--- src/rtl/seq_alu_pkg.sv ---
`default_nettype none
// +--------------------------------------------------------------------+
// | seq_alu_pkg                                                        |
// | Opcode/state enums and shared helpers for the sequential ALU.      |
// | Revision: 1.0                                                      |
// +--------------------------------------------------------------------+
package seq_alu_pkg;

    typedef enum logic [3:0] {
        OP_AND   = 4'b0000,
        OP_OR    = 4'b0001,
        OP_XOR   = 4'b0010,
        OP_NOT   = 4'b0011,
        OP_SHL   = 4'b0100,
        OP_SHR   = 4'b0101,
        OP_ROL   = 4'b0110,
        OP_ROR   = 4'b0111,
        OP_ASL   = 4'b1000,
        OP_ASR   = 4'b1001,
        OP_ADD   = 4'b1010,
        OP_SUB   = 4'b1011,
        OP_PASS0 = 4'b1100,
        OP_PASS1 = 4'b1101,
        OP_PASS2 = 4'b1110,
        OP_PASS3 = 4'b1111
    } alu_op_e;

    typedef enum logic [1:0] {
        IDLE  = 2'd0,
        SHIFT = 2'd1,
        DONE  = 2'd2
    } alu_state_e;

    function automatic logic is_shift_op(input alu_op_e op);
        return (op >= OP_SHL) && (op <= OP_ASR);
    endfunction

endpackage
`default_nettype wire

--- src/rtl/seq_alu_shift_step.sv ---
`default_nettype none
// +--------------------------------------------------------------------+
// | seq_alu_shift_step                                                 |
// | Combinational one-bit shift/rotate step with shifted-out bit.      |
// | Revision: 1.0                                                      |
// +--------------------------------------------------------------------+
module seq_alu_shift_step
    import seq_alu_pkg::*;
#(
    parameter int WIDTH = 8
) (
    input  alu_op_e          op,
    input  logic [WIDTH-1:0] data_in,
    output logic [WIDTH-1:0] data_out,
    output logic             bit_out
);

    always_comb begin
        data_out = data_in;
        bit_out  = 1'b0;
        case (op)
            OP_SHL, OP_ASL: begin
                data_out = {data_in[WIDTH-2:0], 1'b0};
                bit_out  = data_in[WIDTH-1];
            end
            OP_SHR: begin
                data_out = {1'b0, data_in[WIDTH-1:1]};
                bit_out  = data_in[0];
            end
            OP_ASR: begin
                data_out = {data_in[WIDTH-1], data_in[WIDTH-1:1]};
                bit_out  = data_in[0];
            end
            OP_ROL: begin
                data_out = {data_in[WIDTH-2:0], data_in[WIDTH-1]};
                bit_out  = data_in[WIDTH-1];
            end
            OP_ROR: begin
                data_out = {data_in[0], data_in[WIDTH-1:1]};
                bit_out  = data_in[0];
            end
            default: ;
        endcase
    end

endmodule
`default_nettype wire

--- src/rtl/seq_alu.sv ---
`default_nettype none
// +--------------------------------------------------------------------+
// | seq_alu                                                            |
// | Registered ALU with valid/ready handshakes and iterative shifts.   |
// | SEQ_ALU_BARREL_EN selects a single-cycle barrel shifter instead.   |
// | Revision: 1.0                                                      |
// +--------------------------------------------------------------------+
module seq_alu
    import seq_alu_pkg::*;
#(
    parameter int WIDTH = 8
) (
    input  logic             clk,
    input  logic             rst,
    input  logic             in_valid,
    output logic             in_ready,
    input  logic [WIDTH-1:0] in_a,
    input  logic [WIDTH-1:0] in_b,
    input  logic [3:0]       in_op,
    output logic             out_valid,
    input  logic             out_ready,
    output logic [WIDTH-1:0] out_data,
    output logic             out_zero,
    output logic             out_neg,
    output logic             out_carry
);

    localparam int SHW = $clog2(WIDTH);
    localparam logic [WIDTH:0] c_sum_one = {{WIDTH{1'b0}}, 1'b1};

    alu_state_e       r_state;
    alu_op_e          w_op;
    logic [SHW-1:0]   w_amt;
    logic [WIDTH-1:0] w_res;
    logic             w_carry;
    logic [WIDTH:0]   w_sum;
    logic             w_iter_start;

    assign w_op     = alu_op_e'(in_op);
    assign w_amt    = in_b[SHW-1:0];
    assign in_ready = (r_state == IDLE) && !rst;

`ifndef SEQ_ALU_BARREL_EN
    localparam logic [SHW-1:0] c_cnt_one = {{(SHW-1){1'b0}}, 1'b1};

    alu_op_e          r_op;
    logic [WIDTH-1:0] r_work;
    logic [SHW-1:0]   r_cnt;
    logic [WIDTH-1:0] w_step_data;
    logic             w_step_bit;

    seq_alu_shift_step #(.WIDTH(WIDTH)) u_step (
        .op       (r_op),
        .data_in  (r_work),
        .data_out (w_step_data),
        .bit_out  (w_step_bit)
    );

    // Zero-amount shifts finish on accept like any other op.
    assign w_iter_start = is_shift_op(w_op) && (w_amt != '0);
`else
    localparam int c_depth = (1 << SHW) - 1;

    logic [WIDTH-1:0] w_bar_data [c_depth+1];
    logic             w_bar_bit  [c_depth+1];

    assign w_bar_data[0] = in_a;
    assign w_bar_bit[0]  = 1'b0;

    // Chain covers every encodable amount, so results match the iterative path.
    for (genvar gi = 0; gi < c_depth; gi++) begin : g_stage
        seq_alu_shift_step #(.WIDTH(WIDTH)) u_step (
            .op       (w_op),
            .data_in  (w_bar_data[gi]),
            .data_out (w_bar_data[gi+1]),
            .bit_out  (w_bar_bit[gi+1])
        );
    end

    assign w_iter_start = 1'b0;
`endif

    always_comb begin
        w_sum   = '0;
        w_res   = in_a;
        w_carry = 1'b0;
        case (w_op)
            OP_AND: w_res = in_a & in_b;
            OP_OR:  w_res = in_a | in_b;
            OP_XOR: w_res = in_a ^ in_b;
            OP_NOT: w_res = ~in_a;
            OP_ADD: begin
                w_sum   = {1'b0, in_a} + {1'b0, in_b};
                w_res   = w_sum[WIDTH-1:0];
                w_carry = w_sum[WIDTH];
            end
            OP_SUB: begin
                w_sum   = {1'b0, in_a} + {1'b0, ~in_b} + c_sum_one;
                w_res   = w_sum[WIDTH-1:0];
                w_carry = w_sum[WIDTH];
            end
            default: ;
        endcase
`ifdef SEQ_ALU_BARREL_EN
        if (is_shift_op(w_op)) begin
            w_res   = w_bar_data[w_amt];
            w_carry = w_bar_bit[w_amt];
        end
`endif
    end

    always_ff @(posedge clk) begin
        if (rst) begin
            r_state   <= IDLE;
            out_valid <= 1'b0;
            out_data  <= '0;
            out_zero  <= 1'b0;
            out_neg   <= 1'b0;
            out_carry <= 1'b0;
`ifndef SEQ_ALU_BARREL_EN
            r_op      <= OP_AND;
            r_work    <= '0;
            r_cnt     <= '0;
`endif
        end else begin
            case (r_state)
                IDLE: begin
                    if (in_valid) begin
                        if (w_iter_start) begin
`ifndef SEQ_ALU_BARREL_EN
                            r_op   <= w_op;
                            r_work <= in_a;
                            r_cnt  <= w_amt;
`endif
                            r_state <= SHIFT;
                        end else begin
                            out_data  <= w_res;
                            out_carry <= w_carry;
                            out_zero  <= (w_res == '0);
                            out_neg   <= w_res[WIDTH-1];
                            out_valid <= 1'b1;
                            r_state   <= DONE;
                        end
                    end
                end
`ifndef SEQ_ALU_BARREL_EN
                SHIFT: begin
                    r_work <= w_step_data;
                    r_cnt  <= r_cnt - c_cnt_one;
                    // Final step publishes directly so latency is exactly 1+N.
                    if (r_cnt == c_cnt_one) begin
                        out_data  <= w_step_data;
                        out_carry <= w_step_bit;
                        out_zero  <= (w_step_data == '0);
                        out_neg   <= w_step_data[WIDTH-1];
                        out_valid <= 1'b1;
                        r_state   <= DONE;
                    end
                end
`endif
                DONE: begin
                    if (out_ready) begin
                        out_valid <= 1'b0;
                        r_state   <= IDLE;
                    end
                end
                default: r_state <= IDLE;
            endcase
        end
    end

endmodule
`default_nettype wire

--- config.mk ---
export PLATFORM = sky130hd
export DESIGN_NAME = seq_alu
export DESIGN_NICKNAME = d
export VERILOG_FILES = /design/src/rtl/seq_alu_pkg.sv /design/src/rtl/seq_alu_shift_step.sv /design/src/rtl/seq_alu.sv
export SDC_FILE = /design/constraint.sdc
export NUM_CORES = 1
export LEC_CHECK = 0
export CAP_MARGIN = 5
export CORE_UTILIZATION = 51
export DETAILED_ROUTE_END_ITERATION = 10
export HOLD_SLACK_MARGIN = 0.15
export PLACE_DENSITY = 0.77
export SLEW_MARGIN = 20
export SYNTH_ARGS = -nofsm -noshare
export SYNTH_HDL_FRONTEND = slang
export SYNTH_SLANG_ARGS = --single-unit
--- constraint.sdc ---
create_clock -name clk -period 2.69 [get_ports clk]
set_input_delay 0.6725 -clock clk [delete_from_list [all_inputs] [get_ports clk]]
set_output_delay 0.6725 -clock clk [all_outputs]
set_load 0.01 [all_outputs]
# After elaboration in Yosys (flattened, before gate mapping)
# Index checks and enable logic that the tools add are counted.
dict set report word_totals {
  regBits 29
  latchBits 0
  ramBits 0
  romBits 0
  word_cells 94
  memories 0
}
dict set report op_classes {
  add_sub_neg 4
  multipliers 0
  div 0
  n_lt_le_gt_ge 2
  n_eq_ne 19
  n_shift 0
  muxes 36
  bitwise_logic 5
  reduce_logical 19
}
# op n
set op_table {}
lappend op_table {{8-bit case mux with 6 select lines} 1}
lappend op_table {{8-bit 2-to-1 mux} 5}
lappend op_table {{8-bit case mux with 5 select lines} 1}
lappend op_table {{8-bit case mux with 2 select lines} 2}
lappend op_table {{8-bit by 8-bit adder with 9-bit output} 2}
lappend op_table {{4-bit by 3-bit == test with 1-bit output, second input constant} 4}
lappend op_table {{4-bit == test, second input constant} 4}
lappend op_table {{8-bit zero test} 2}
lappend op_table {{8-bit NOT} 2}
lappend op_table {{1-bit 2-to-1 mux} 13}
lappend op_table {{2-bit != test, second input constant} 5}
lappend op_table {{1-bit case mux with 2 select lines} 5}
lappend op_table {{9-bit by 1-bit adder with 9-bit output, second input constant} 1}
lappend op_table {{3-bit AND reduction} 3}
lappend op_table {{8-bit AND} 1}
lappend op_table {{4-bit by 2-bit == test with 1-bit output, second input constant} 2}
lappend op_table {{2-bit 2-to-1 mux} 4}
lappend op_table {{8-bit bitwise OR} 1}
lappend op_table {{8-bit bitwise XOR} 1}
lappend op_table {{3-bit 2-to-1 mux} 2}
lappend op_table {{2-bit case mux with 3 select lines} 1}
lappend op_table {{3-bit case mux with 2 select lines} 1}
lappend op_table {{3-bit nonzero test} 2}
lappend op_table {{3-bit OR reduction} 2}
lappend op_table {{16 further kinds} 18}

# Logic depth before layout (Yosys ltp)
# Gate-level depths: netlist of the first run.
dict set report depth {
  word_depth 8
  ltp_mapped 10
  mapped_depth_nobuf 10
}

# Modules after synthesis
# Synthesis of the first run repeated with hierarchy kept, for this count alone.
dict set report hier_totals {
  hier_cells 372
  area_unflattened_um2 2879.0
}
# mod n_inst cells_per_inst area_per_inst_um2
set modules_own_cells {}
lappend modules_own_cells {seq_alu 1 343 2622.5}
lappend modules_own_cells {seq_alu_shift_step 1 29 256.5}

# Worst setup path before layout of the first run
# OpenSTA, ideal clock, no wires.
dict set report synth_timing {
  path_type {input -> register}
  startpoint {in in_a[0]}
  endpoint {reg out_zero}
  setup_time_ps 75
  arrival_time_ps 2715
  required_time_ps 2615
  path_slack_ps -99
  path_stages 9
  path_buffers 0
  path_cell_list {ha_1 > fa_1 > a21oi_1 > o311ai_4 > nor3b_1 > a2111oi_4 > o211ai_1 > or4_1 > o22ai_1}
}
dict set report synth_via {
  elab_chain_len 7
  word_cells_on_any_way 12
}
# element line_no
set synth_lines {}
lappend synth_lines {{from (decl)} seq_alu.sv:17} ;# input logic [WIDTH-1:0] in_a,
lappend synth_lines {{8-bit by 8-bit adder with 9-bit output} seq_alu.sv:98} ;# w_sum = {1'b0, in_a} + {1'b0, ~in_b} + c_sum_one;
lappend synth_lines {{9-bit by 1-bit adder with 9-bit output} seq_alu.sv:98}
lappend synth_lines {{8-bit case mux with 6 select lines *} seq_alu.sv:87} ;# case (w_op)
lappend synth_lines {{8-bit zero test *} seq_alu.sv:139} ;# out_zero <= (w_res == '0);
lappend synth_lines {{1-bit 2-to-1 mux *} seq_alu.sv:129} ;# if (w_iter_start) begin
lappend synth_lines {{1-bit 2-to-1 mux *} seq_alu.sv:128} ;# if (in_valid) begin
lappend synth_lines {{1-bit case mux with 2 select lines *} seq_alu.sv:126} ;# case (r_state)
lappend synth_lines {{to (signal assigned)} seq_alu.sv:139}
lappend synth_lines {{to (signal assigned)} seq_alu.sv:154} ;# out_zero <= (w_step_data == '0);
lappend synth_lines {{to (decl)} seq_alu.sv:23} ;# output logic out_zero,
# Mark *: on every way between the ends. The rest lies on a longest branch, timed or not. The select of a mux whose other input is x is not followed.
# A chain may end at the register's enable or synchronous reset.

# Worst setup path after layout of the first run
dict set report layout_timing {
  startpoint {in in_op[1]}
  endpoint {reg out_zero}
}
dict set report layout_via {
  elab_chain_len 6
  word_cells_on_any_way 17
}
# element line_no
set layout_lines {}
lappend layout_lines {{from (decl)} seq_alu.sv:19} ;# input logic [3:0] in_op,
lappend layout_lines {{4-bit == test (tied with other cells)} seq_alu.sv:87}
lappend layout_lines {{8-bit case mux with 6 select lines} seq_alu.sv:87}
lappend layout_lines {{8-bit zero test} seq_alu.sv:139}
lappend layout_lines {{1-bit 2-to-1 mux} seq_alu.sv:129}
lappend layout_lines {{1-bit 2-to-1 mux} seq_alu.sv:128}
lappend layout_lines {{1-bit case mux with 2 select lines} seq_alu.sv:126}
# Several ways; a longest one is shown, not always the timed one. The select of a mux whose other input is x is not followed.

==> results of run 1 <==
[where the power goes]
part           switching, mW  internal, mW
combinational          0.395         0.403
clock                  0.137         0.199
sequential            0.0333         0.450
[cells in the mapped netlist (6+ instances only)]
cell | instances | area, um^2
buf_2 | 9 | 45.0
nor2_1 | 48 | 180
clkbuf_1 | 10 | 37.5
mux2_2 | 9 | 101
o21ai_0 | 12 | 60.1
nor2b_1 | 7 | 43.8
ha_1 | 26 | 325
nand2_1 | 23 | 86.3
mux2i_1 | 12 | 120
a21oi_1 | 25 | 125
nand3_1 | 8 | 40.0
inv_1 | 29 | 109
a211oi_1 | 18 | 135
o211ai_1 | 7 | 52.6
nand2b_1 | 6 | 37.5
dfxtp_1 | 28 | 561
nor3_1 | 13 | 65.1
a221oi_1 | 8 | 70.1
[state kept, by name, indices dropped and copies added, names as in the netlist]
register / cells
out_carry: 1
out_data: 8
out_valid: 1
out_zero: 1
r_cnt: 3
r_op: 4
r_state: 2
r_work: 8
[logic make-up (layout without fill, tap and decap cells)]
kind of cell	Yosys count	after routing	synth area share (%)
AO/OA/AOI/OAI	112	112	28.4
XOR/XNOR	3	3	0.893
adder cells (fa/ha/maj)	28	28	12.4
buffers and inverters	53	187	7.91
flip-flops	28	28	19.0
multiplexers	21	21	7.53
AND/OR/NAND/NOR	138	138	23.8
[per-stage QoR]
stage	power, mW	instance area, um^2
6_report	1.62	4490
5_1_grt	1.69	4490
4_1_cts	1.56	4400
3_5_place_dp	1.16	4040
3_3_place_gp	1.14	4040
2_1_floorplan	0.849	2960
[layer usage]
layer	vias to the layer above	track usage, %	part of all wire [%]
met5	-	0	0
met4	0	16.9	5.7
met3	61	4.71	7.2
met2	199	61.7	49
met1	1697	41.6	38
li1	1665	-	-
[final timing paths]
| check | endpoint | cells past startpoint |
|---|---|---|
| hold reg to reg | out_data[6] | 2 |
| setup / recovery | out_zero | 10 |
| setup reg to reg | out_zero | 7 |
| hold / removal | out_data[6] | 2 |
[area by class of cell]
| class | instances | area (um^2) | share of cell area, % |
|---|---|---|---|
| timing repair buffer | 153 | 1230 | 27.5 |
| sequential | 28 | 561 | 12.5 |
| clock buffer | 3 | 41.3 | 0.920 |
| multi-input combinational | 302 | 2420 | 53.9 |
| inverter | 30 | 113 | 2.51 |
| tap | 72 | 90.1 | 2.01 |
| clock inverter | 1 | 30.0 | 0.669 |
[tightest hold or removal path, stage by stage (launching register included)]
cell	delay, ps
dfxtp_1	320
nand2_1	60
a21oi_1	50
[what timing repair did]
| action | CTS | global route |
|---|---|---|
| pin swaps | 18 | 14 |
| buffers inserted | 14 | 3 |
| endpoints found under the setup margin | 8 | 9 |
| gates resized for setup | 73 | 37 |
| hold buffers | 0 | 0 |
==> results.cfg, run 1 <==
[worst_hold_path]
holdCritPathClass = flip-flop to flip-flop
worstHoldStart = out_data[6]

[final_layout]
mostFrequentLayoutCells = buf_4, nor2_1, dfxtp_1
mostFrequentLayoutCell = buf_4
final_cells = 589
syn_to_final_growth_pct = 52.6
fin_util_pct = 81.0
fillers = 365
final_nets = 570
diodes = 0
drive_above_1_share_pct = 38.9

[clock_tree]
cts_root_buf = clkbuf_8
tritoncts = done
cts_made_buffers = 3
cts.sink_count = 28
path_clk_slew_ps = 100
clkLatencyLatePin_ps = 280
htree_num_levels = 1
clockBufferDepth = 2

[die]
start_util_pct = 53.1
die-area_um2 = 6080
die_w_um = 78.0
pin_count = 37
core_area_um2 = 5540
dieHeight_um = 78.0
rows = 27

[worst_setup_path]
cp.required_ps = 2900
crit_type = input port to flip-flop
critPathMostFrequentCell = nand2b_1
r2r_slack_ps = 620
start_kind = input port
cp_slowest_cell = or4_1
crit_path_end_kind = flip-flop
max_stage_delay_ps = 560
critPathTopFamily = simple AND/OR/NAND/NOR gates
crit_start = in_op[1]
cp.arrival_ps = 3130
reg2reg_from = r_op[3]
worstPathCellList = clkdlybuf4s50_1 > buf_6 > nand2b_1 > buf_4 > o2bb2ai_1 > nand2b_1 > a221oi_1 > nand3b_1 > or4_1 > o22ai_1
cp_max_fo = 11
cp.buffers_inverters = 3

[placement]
preCtsSetupSlack_ps = -812
place_congestion = 0.937
port_buffers = 36
dp.cells = 568
dp_hpwl_um = 7680

[job]
drv_cap = 0

[detailed_routing]
ant_nets = 0
vias_per_cell = 6.15
wl_per_cell_um = 18.5
initialDrtViolationCount = 322
drc = 0
route.vias.total = 3622
wirelength_um = 10900
drt_pass1_iterations = 5

[timing]
holdWs_ps = 468
period_needed_ps = 2920
slew_viol_final = 0
final.period_utilization_pct = 108
timing.fmax_mhz = 343
worst_slack_ps = -227
skew_ps = 5.53
rsz0062_at_grt = true
tns_ps = -227
worst_slew_pin_slew_ps = 517
finalSetupViolations = 1
slew_headroom_pct = 65.6
finalHoldViolCount = 0

[global_route]
grt_pass1_wl_um = 16800
grt_overflow = 0
first_global_vias = 3536
grt_max_degree = 31
track_usage_pct = 35.0
antenna_found_initial = 0

[synth]
async_reset_ff_share_pct = 0
synth_area_um2 = 2940
ys.flop_type = dfxtp_1
syn-num-nets = 435
syn_inst = 383
synth_edf_count = 0
yosys_warnings = 0
yosysSeqAreaShare_pct = 19.0
netlist-cell-type-count = 63
yosys_register_bits = 28
syn_avg_cell_area_um2 = 7.68

[power]
leakage_nw = 1.95
ir_drop_mv = 0.328
p_per_area_nw_per_um2 = 360

[run_status]
status = finished with violations
violations = setup timing
Note: power is estimated with default switching activity, not from simulation.
==> inputs of run 2 (changes only) <==
Settings changed: CORE_UTILIZATION 51 to 61, PLACE_DENSITY 0.77 to 0.87.
Clock period 2.69 ns to 3.4 ns, I/O delays scaled along.
==> results.cfg, run 2 (synthesis gave the netlist of run 1 again) <==
[run_status]
status = finished clean

[detailed_routing]
vias_per_cell = 6.60
drc = 0
drt_pass1_iterations = 5
wirelength_um = 9650
initialDrtViolationCount = 411
route.vias.total = 3399
wl_per_cell_um = 18.7
ant_nets = 0

[clock_tree]
cts.sink_count = 28
cts_made_buffers = 3
tritoncts = done
htree_num_levels = 1
clkLatencyLatePin_ps = 270
clockBufferDepth = 2
path_clk_slew_ps = 100
cts_root_buf = clkbuf_8

[worst_hold_path]
holdPathStages = 2
holdCritPathClass = flip-flop to flip-flop
worstHoldStart = out_data[6]
min_to = out_data[6]

[final_layout]
multiInputGateArea_um2 = 2210
diodes = 0
mostFrequentLayoutCell = buf_4
drive_above_1_share_pct = 22.2
final_nets = 517
register_area_um2 = 561
reg.largest.list = out_data: 8 flops, r_work: 8 flops, r_op: 4 flops
syn_to_final_growth_pct = 32.2
mostFrequentLayoutCells = buf_4, nor2_1, clkdlybuf4s50_1
fillers = 285

[placement]
preCtsSetupSlack_ps = -275
dp_hpwl_um = 7200
port_buffers = 36
place_congestion = 0.951

[power]
ir_drop_mv = 0.258
p_sw_share_pct = 37.0
seqPwrFrac_pct = 35.1
power_mw = 1.10
intPower_mw = 0.690
combPwrFrac_pct = 48.2
leakage_nw = 1.68
power_switching_mw = 0.405
p_clk_share_pct = 16.7
p_per_area_nw_per_um2 = 282

[global_route]
busiest_layer = met2
antenna_found_initial = 0
grt_overflow = 0
grt.met3_usage_pct = 6.47
use_met1_pct = 50.0
grt_use_met2_pct = 65.1
first_global_vias = 3254
grt_max_degree = 31
grt_pass1_wl_um = 15500
track_usage_pct = 38.5

[timing]
finalHoldViolCount = 0
slew_headroom_pct = 49.8
slew_viol_final = 0
skew_ps = 4.64
worst_slew_pin_slew_ps = 746
timing.fmax_mhz = 301
period_needed_ps = 3320
worst_slack_ps = 80.7
finalSetupViolations = 0
final.period_utilization_pct = 97.6

[job]
drv_cap = 0

[die]
rows = 24
start_util_pct = 65.3
core_area_um2 = 4500
die_w_um = 71.5
die-area_um2 = 5110
pin_count = 37
dieHeight_um = 71.5

[worst_setup_path]
crit_path_end_kind = flip-flop
cp.required_ps = 3600
start_kind = input port
reg2reg_from = r_state[1]
cp_max_fo = 8
r2r_slack_ps = 1240
timing.rr.end = out_zero
reg2reg_depth = 7
crit_type = input port to flip-flop
cp.arrival_ps = 3520
[run 2: timing repair]
item | CTS | global route
setup buffers | 0 | 2
hold buffers | 0 | 0
gates cloned | 0 | 0
resized for setup | 3 | 13
pin swaps | 1 | 6
endpoints found under the setup margin | 1 | 4
[run 2: how the worst max path moves through the flow]
stage               slack, ps       end     from  cells past startpoint
floorplan                 430  out_zero  in_a[0]                      9
global placement         -210  out_zero  in_a[1]                     10
detailed placement       -280  out_zero  in_b[0]                     11
CTS                       0.1  out_zero  in_b[0]                     11
global route              -50  out_zero  in_a[5]                     10
finish                     80  out_zero  in_a[5]                     10
[run 2: per-stage QoR]
stage	util [%]	setup TNS, ps	std cells	instance area, um^2	hold WS (ps)
after floorplan	-	0	383	2940	471
after global placement	83.6	-553	510	3760	444
after detailed placement	83.6	-1020	510	3760	474
after CTS	84.8	0	513	3820	488
after global routing	86.4	-49.9	515	3890	498
final	86.4	0	515	3890	482
[run 2: worst max-delay path, stage by stage]
cell and delay, ps:
clkdlybuf4s50_1 480, inv_1 60, ha_2 340, o211ai_1 280
o311ai_4 170, nor3b_4 190, a2111oi_4 360, o211ai_1 160
or4_1 510, o22ai_1 130
[run 2: metal layers]
layer,share of wire (%),up-vias,wire (um)
li1,-,1556,-
met1,40,1573,3890
met2,47,229,4510
met3,9.6,41,930
met4,3.3,0,314
met5,0,-,0
[run 2: layout make-up]
class	count	area share (%)
multi-input cells	302	56.9
repair buffers	100	23.1
flip-flops and latches	28	14.4
inverters	30	2.89
well taps	52	1.67
clock buffers	3	1.06
[run 2: power by group through the flow]
| stage | Combinational (mW) | Clock (mW) | Sequential, mW |
|---|---|---|---|
| 2_1_floorplan | 0.284 | 0 | 0.386 |
| 3_3_place_gp | 0.482 | 0 | 0.387 |
| 3_5_place_dp | 0.494 | 0 | 0.390 |
| 4_1_cts | 0.502 | 0.180 | 0.383 |
| 5_1_grt | 0.566 | 0.194 | 0.388 |
| 6_report | 0.528 | 0.182 | 0.384 |
